===== src/rtl/sum_accum.sv =====
// sum_accum: frames a valid/ready stream of adder sums through a 4-deep FIFO
// into saturating frame totals. Define SUM_ACCUM_MINMAX_EN for out_min/out_max.
module sum_accum #(
  parameter int IN_W      = 5,
  parameter int ACC_W     = 8,
  parameter int FRAME_LEN = 4,
  parameter int CNT_W     = $clog2(FRAME_LEN + 1)
) (
  input  logic             clk,
  input  logic             rst_n,
  input  logic             in_valid,
  output logic             in_ready,
  input  logic [IN_W-1:0]  in_sum,
  input  logic             flush,
  output logic             out_valid,
  input  logic             out_ready,
  output logic [ACC_W-1:0] out_total,
  output logic [CNT_W-1:0] out_count,
  output logic             out_ovf
`ifdef SUM_ACCUM_MINMAX_EN
  ,
  output logic [IN_W-1:0]  out_min,
  output logic [IN_W-1:0]  out_max
`endif
);

  localparam int DEPTH = 4;
  localparam int SUM_W = ((ACC_W > IN_W) ? ACC_W : IN_W) + 1;

  typedef enum logic {
    S_ACCUM = 1'b0,
    S_HOLD  = 1'b1
  } state_t;

  state_t r_state;
  state_t w_state_nxt;

  logic [IN_W-1:0]  r_mem [DEPTH];
  logic [1:0]       r_wptr;
  logic [1:0]       r_rptr;
  logic [2:0]       r_fcnt;

  logic [ACC_W-1:0] r_acc;
  logic [CNT_W-1:0] r_count;
  logic             r_ovf;

  logic             w_full;
  logic             w_empty;
  logic             w_push;
  logic             w_pop;
  logic             w_clear;
  logic             w_flush_go;
  logic             w_last;
  logic [IN_W-1:0]  w_head;
  logic [SUM_W-1:0] w_sum;
  logic             w_sat;
  logic [ACC_W-1:0] w_acc_nxt;

  assign w_full   = (r_fcnt == 3'd4);
  assign w_empty  = (r_fcnt == 3'd0);
  assign in_ready = !w_full;
  assign w_push   = in_valid && !w_full;
  assign w_head   = r_mem[r_rptr];

  // A flush only closes a frame that already holds samples.
  assign w_flush_go = flush && (r_count != '0);
  assign w_last     = (r_count == CNT_W'(FRAME_LEN - 1));

  // Widened add so the carry out of the accumulator is visible.
  assign w_sum     = SUM_W'(r_acc) + SUM_W'(w_head);
  assign w_sat     = |w_sum[SUM_W-1:ACC_W];
  assign w_acc_nxt = w_sat ? {ACC_W{1'b1}} : w_sum[ACC_W-1:0];

  // FIFO storage; pointers alone define validity, so no reset needed.
  always_ff @(posedge clk) begin
    if (w_push) begin
      r_mem[r_wptr] <= in_sum;
    end
  end

  // FIFO pointers and occupancy.
  always_ff @(posedge clk or negedge rst_n) begin
    if (!rst_n) begin
      r_wptr <= '0;
      r_rptr <= '0;
      r_fcnt <= '0;
    end else begin
      if (w_push) begin
        r_wptr <= r_wptr + 2'd1;
      end
      if (w_pop) begin
        r_rptr <= r_rptr + 2'd1;
      end
      unique case ({w_push, w_pop})
        2'b10:   r_fcnt <= r_fcnt + 3'd1;
        2'b01:   r_fcnt <= r_fcnt - 3'd1;
        default: r_fcnt <= r_fcnt;
      endcase
    end
  end

  // Frame FSM state register.
  always_ff @(posedge clk or negedge rst_n) begin
    if (!rst_n) begin
      r_state <= S_ACCUM;
    end else begin
      r_state <= w_state_nxt;
    end
  end

  // Next state: close a frame on its last pop or a flush; reopen on accept.
  always_comb begin
    w_state_nxt = r_state;
    unique case (r_state)
      S_ACCUM: begin
        if (w_flush_go) begin
          w_state_nxt = S_HOLD;
        end else if (w_pop && w_last) begin
          w_state_nxt = S_HOLD;
        end
      end
      S_HOLD: begin
        if (out_ready) begin
          w_state_nxt = S_ACCUM;
        end
      end
      default: w_state_nxt = S_ACCUM;
    endcase
  end

  // FSM outputs: pop while accumulating, present result while holding.
  always_comb begin
    w_pop     = 1'b0;
    w_clear   = 1'b0;
    out_valid = 1'b0;
    unique case (r_state)
      S_ACCUM: begin
        w_pop = !w_empty && !w_flush_go;
      end
      S_HOLD: begin
        out_valid = 1'b1;
        w_clear   = out_ready;
      end
      default: begin
        w_pop = 1'b0;
      end
    endcase
  end

  // Saturating accumulator, sample count and sticky overflow.
  always_ff @(posedge clk or negedge rst_n) begin
    if (!rst_n) begin
      r_acc   <= '0;
      r_count <= '0;
      r_ovf   <= 1'b0;
    end else if (w_clear) begin
      r_acc   <= '0;
      r_count <= '0;
      r_ovf   <= 1'b0;
    end else if (w_pop) begin
      r_acc   <= w_acc_nxt;
      r_count <= r_count + CNT_W'(1);
      r_ovf   <= r_ovf | w_sat;
    end
  end

  assign out_total = r_acc;
  assign out_count = r_count;
  assign out_ovf   = r_ovf;

`ifdef SUM_ACCUM_MINMAX_EN
  logic [IN_W-1:0] r_min;
  logic [IN_W-1:0] r_max;

  // Per-frame extremes of popped samples.
  always_ff @(posedge clk or negedge rst_n) begin
    if (!rst_n) begin
      r_min <= '1;
      r_max <= '0;
    end else if (w_clear) begin
      r_min <= '1;
      r_max <= '0;
    end else if (w_pop) begin
      if (w_head < r_min) begin
        r_min <= w_head;
      end
      if (w_head > r_max) begin
        r_max <= w_head;
      end
    end
  end

  assign out_min = r_min;
  assign out_max = r_max;
`endif

endmodule


===== config.mk =====
export PLATFORM = sky130hd
export DESIGN_NAME = sum_accum
export DESIGN_NICKNAME = d
export VERILOG_FILES = /design/src/rtl/sum_accum.sv
export SDC_FILE = /design/constraint.sdc
export NUM_CORES = 1
export LEC_CHECK = 0
export BUFFER_PORTS_ARGS = -buffer_cell sky130_fd_sc_hd__buf_2
export CORE_MARGIN = 3
export CORE_UTILIZATION = 42
export DETAILED_ROUTE_END_ITERATION = 10
export SLEW_MARGIN = 30
export SYNTH_ARGS = -nofsm -noshare
export SYNTH_HDL_FRONTEND = slang
export SYNTH_SLANG_ARGS = --single-unit

===== constraint.sdc =====
create_clock -name clk -period 3.35 [get_ports clk]
set_clock_uncertainty 0.15 [all_clocks]
set_input_delay 0.5025 -clock clk [delete_from_list [all_inputs] [get_ports clk]]
set_output_delay 0.5025 -clock clk [all_outputs]
set_load 0.01 [all_outputs]

==> key figures <==
Yosys
  • Commonest register cell after synthesis: edfxtp_1
  • Netlist cell types: 31
  • EDFF count, synth: 20
  • Syn Nets: between 150 and 200
  • Share of the yosys chip area belonging to registers: a little under three fifths
  • YS warnings: 0
  • Leading area contributor after synthesis: edfxtp_1
  • Synthesized instance count: ~150
  • Synth top area share: a little under a third
  • Synth top area cells: edfxtp_1 (31%), dfrtp_1 (26%), ha_1 (8.4%), mux4_2 (5.8%), nand3_1 (3.4%)
  • Avg Inst Size Synth: around 13 µm²
  • Asr flop ratio synth: 50.0%
  • Post-Syn Area: 1930 µm²
  • Post-synthesis register bit count: 40

Place
  • Post-DP HPWL: 2690 µm
  • Port-buffer cells: 23
  • RePlAce Congestion: between 0.7 and 0.8

STA
  • Slew @ Worst Pin: about 0.46 ns
  • Fin. Hold Viols: 0
  • Slew margin rel.: 69.6%
  • Final period util: ~87%
  • Max Freq: roughly 0.34 GHz
  • Pins Over Slew Limit: 0
  • WHS: 0.00125 ns
  • Endpoints failing setup: 0
  • Setup tns final: 0 ns
  • Unrepaired setup endpoints after global routing: false
  • Final min period: approximately 2.9 ns

Floorplanning
  • Die Ht: around 74 µm
  • Starting Density: 44.0%
  • DIE WIDTH: around 74 µm
  • Core area: around 4400 µm²
  • Ports: 24
  • Die ar.: 5440 µm²
  • Num rows: 24

Power
  • Static Leak: between 0.9 and 1 nW
  • Worst IR drop on VDD: ~0.00035 V
  • Sequential Power Share: a little under two fifths
  • NetSw: 0.832 mW
  • Comb pwr share: between 40% and 50%
  • Clock power frac: 18.5%
  • Internal Power: around 1.3 mW
  • Pwr/cell area: between 900 and 1000 nW/µm²
  • Switching share of power: 38.6%

Setup path
  • Critical path class: reg2reg
  • Crit path DAT: between 2 and 3 ns
  • Worst reg2reg startpoint: r_rptr[0]
  • Reg-to-reg critical path endpoint: out_total[5]
  • Register-to-Register Path Depth: 8
  • Crit path max-delay cell type: dfrtp_1
  • CP cell instances: mux4_2 > ha_1 > fa_1 > a21o_1 > nand4_1 > o21ai_0 > nand4_1 > o21ai_0
  • Crit start category: flip-flop
  • Worst setup path end: out_total[5]
  • Worst-path fanout max: 7
  • Req. time, crit path: around 3.4 ns
  • CP Capture Type: flip-flop
  • Crit-path max cell delay: between 0.5 and 0.6 ns
  • Worst Setup SP: r_rptr[0]
  • R2R Setup Slk: about 0.44 ns

Routing
  • Drt wl/cell: approximately 15 µm
  • DRC violations left: 0
  • Total number of vias: 1234
  • Avg Vias per Cell: roughly 5.4
  • Antenna Violating Nets Remaining: 0
  • DR iter-0 viols: 58
  • Drt pass-1 iters: 4
  • WL final: about 3500 µm

Clocking
  • CTS root buf: clkbuf_8
  • TritonCTS buffer count: 5
  • Clock buffer depth: 2
  • CTS tree: built
  • Post-CTS resize count: 0
  • Hold_buf cts: 0
  • CTS sink cnt: 40
  • # Post-CTS Setup Buffers: 0
  • Clock Latency Late Sink: 0.29 ns
  • Reg clk slew, reported paths: 0.08 ns
  • Htree depth: 2

Layout
  • Final nets: 200
  • Area grow syn2layout: 14.3%
  • Antenna diodes: 0
  • Commonest non-fill, non-tap cell in the layout: buf_2
  • Commonest cells after routing, fill and taps aside: buf_2 (23), dfrtp_1 (20), edfxtp_1 (20)
  • Layout cells sized above 1: 22.7%

GRT
  • Initial antenna violation count: 0
  • Vias in the first global route: between 1k and 1.5k
  • Total track usage: between 10% and 20%
  • Largest net degree at the start of global routing: 21
  • GRT overflow: 0
  • First-pass GRT wire length: between 5000 and 6000 µm

Status
  • Outcome: completed

Flow run
  • Max Cap Violations: 0

Hold path
  • Hold Path Class: in2async
## critical path, delay by kind of cell, from the launching register on
family,cells,cell delay [ns]
compound gates,3,0.49
fa+ha+maj,2,0.64
flops,1,0.58
mux,1,0.57
simple gates,2,0.34
## synth_stat cells (2+ instances only)
| master | number |
|---|---|
| nand3_1 | 13 |
| inv_1 | 10 |
| and2_1 | 2 |
| a21o_1 | 3 |
| buf_2 | 3 |
| nand2_1 | 11 |
| and3_1 | 4 |
| nand4_1 | 2 |
| dfrtp_1 | 20 |
| a211o_1 | 2 |
| xnor2_1 | 4 |
| o21ai_0 | 7 |
| ha_1 | 13 |
| mux4_2 | 5 |
| edfxtp_1 | 20 |
| o211ai_1 | 3 |
| a21oi_1 | 7 |
| nor2_1 | 3 |
| xor2_1 | 4 |
| fa_1 | 2 |
## stage by stage
step           total power [mW]  util (%)  worst slack [ns]  std cells  area [µm²]
3_5_place_dp               1.78      47.7             0.417        220        2090
3_3_place_gp               1.73      47.7             0.539        220        2090
2_1_floorplan              1.53         -             0.720        149        1930
4_1_cts                    2.19      50.3             0.404        228        2200
6_report                   2.16      50.3             0.439        228        2200
5_1_grt                    2.35      50.3             0.212        228        2200
## power by group through the flow
stage	clock network, mW	registers, mW	logic [mW]
floorplan	0	0.795	0.739
global placement	0	0.819	0.908
detailed placement	0	0.832	0.945
CTS	0.411	0.822	0.954
global route	0.428	0.845	1.08
finish	0.398	0.816	0.942
## cell families (layout without fill, tap and decap cells)
| kind of cell | after synthesis | after routing | share of synthesized area [%] |
|---|---|---|---|
| simple gates | 41 | 41 | 11.2 |
| flops | 40 | 40 | 57.1 |
| compound gates | 25 | 25 | 8.57 |
| fa+ha+maj | 15 | 15 | 10.5 |
| buf+inv | 15 | 42 | 3.11 |
| xor+xnor | 8 | 8 | 3.63 |
| mux | 5 | 5 | 5.84 |
## layout make-up
class                      count  area [µm²]
clock inverter                 3        46.3
fill                         402        2180
clock buffer                   5        68.8
tap                           52        65.1
multi-input combinational     94         767
sequential                    40        1100
inverter                      11        41.3
timing repair buffer          23         115
## registers in the layout, indices dropped and copies added (netlist names)
name,cells
out_ovf,1
r_wptr,2
out_total,8
out_count,3
r_mem,20
r_fcnt,3
r_state,1
r_rptr,2
## how the worst min path moves through the flow
stage                  from  slack, ns           end
floorplan             rst_n       0.06  out_count[0]
global placement    out_ovf       0.31       out_ovf
detailed placement  out_ovf       0.33       out_ovf
CTS                   rst_n       0.01     r_rptr[1]
global route          rst_n       0.04     r_rptr[1]
finish                rst_n      0.001       r_state
## layer usage
metal,track usage (%),vias to the layer above,part of all wire [%]
met2,24.8,27,51
met5,0,-,0
met1,18.4,609,44
met4,5.23,0,1.2
met3,4.10,5,4.2
li1,-,593,-
Note: power is estimated with default switching activity, not from simulation.
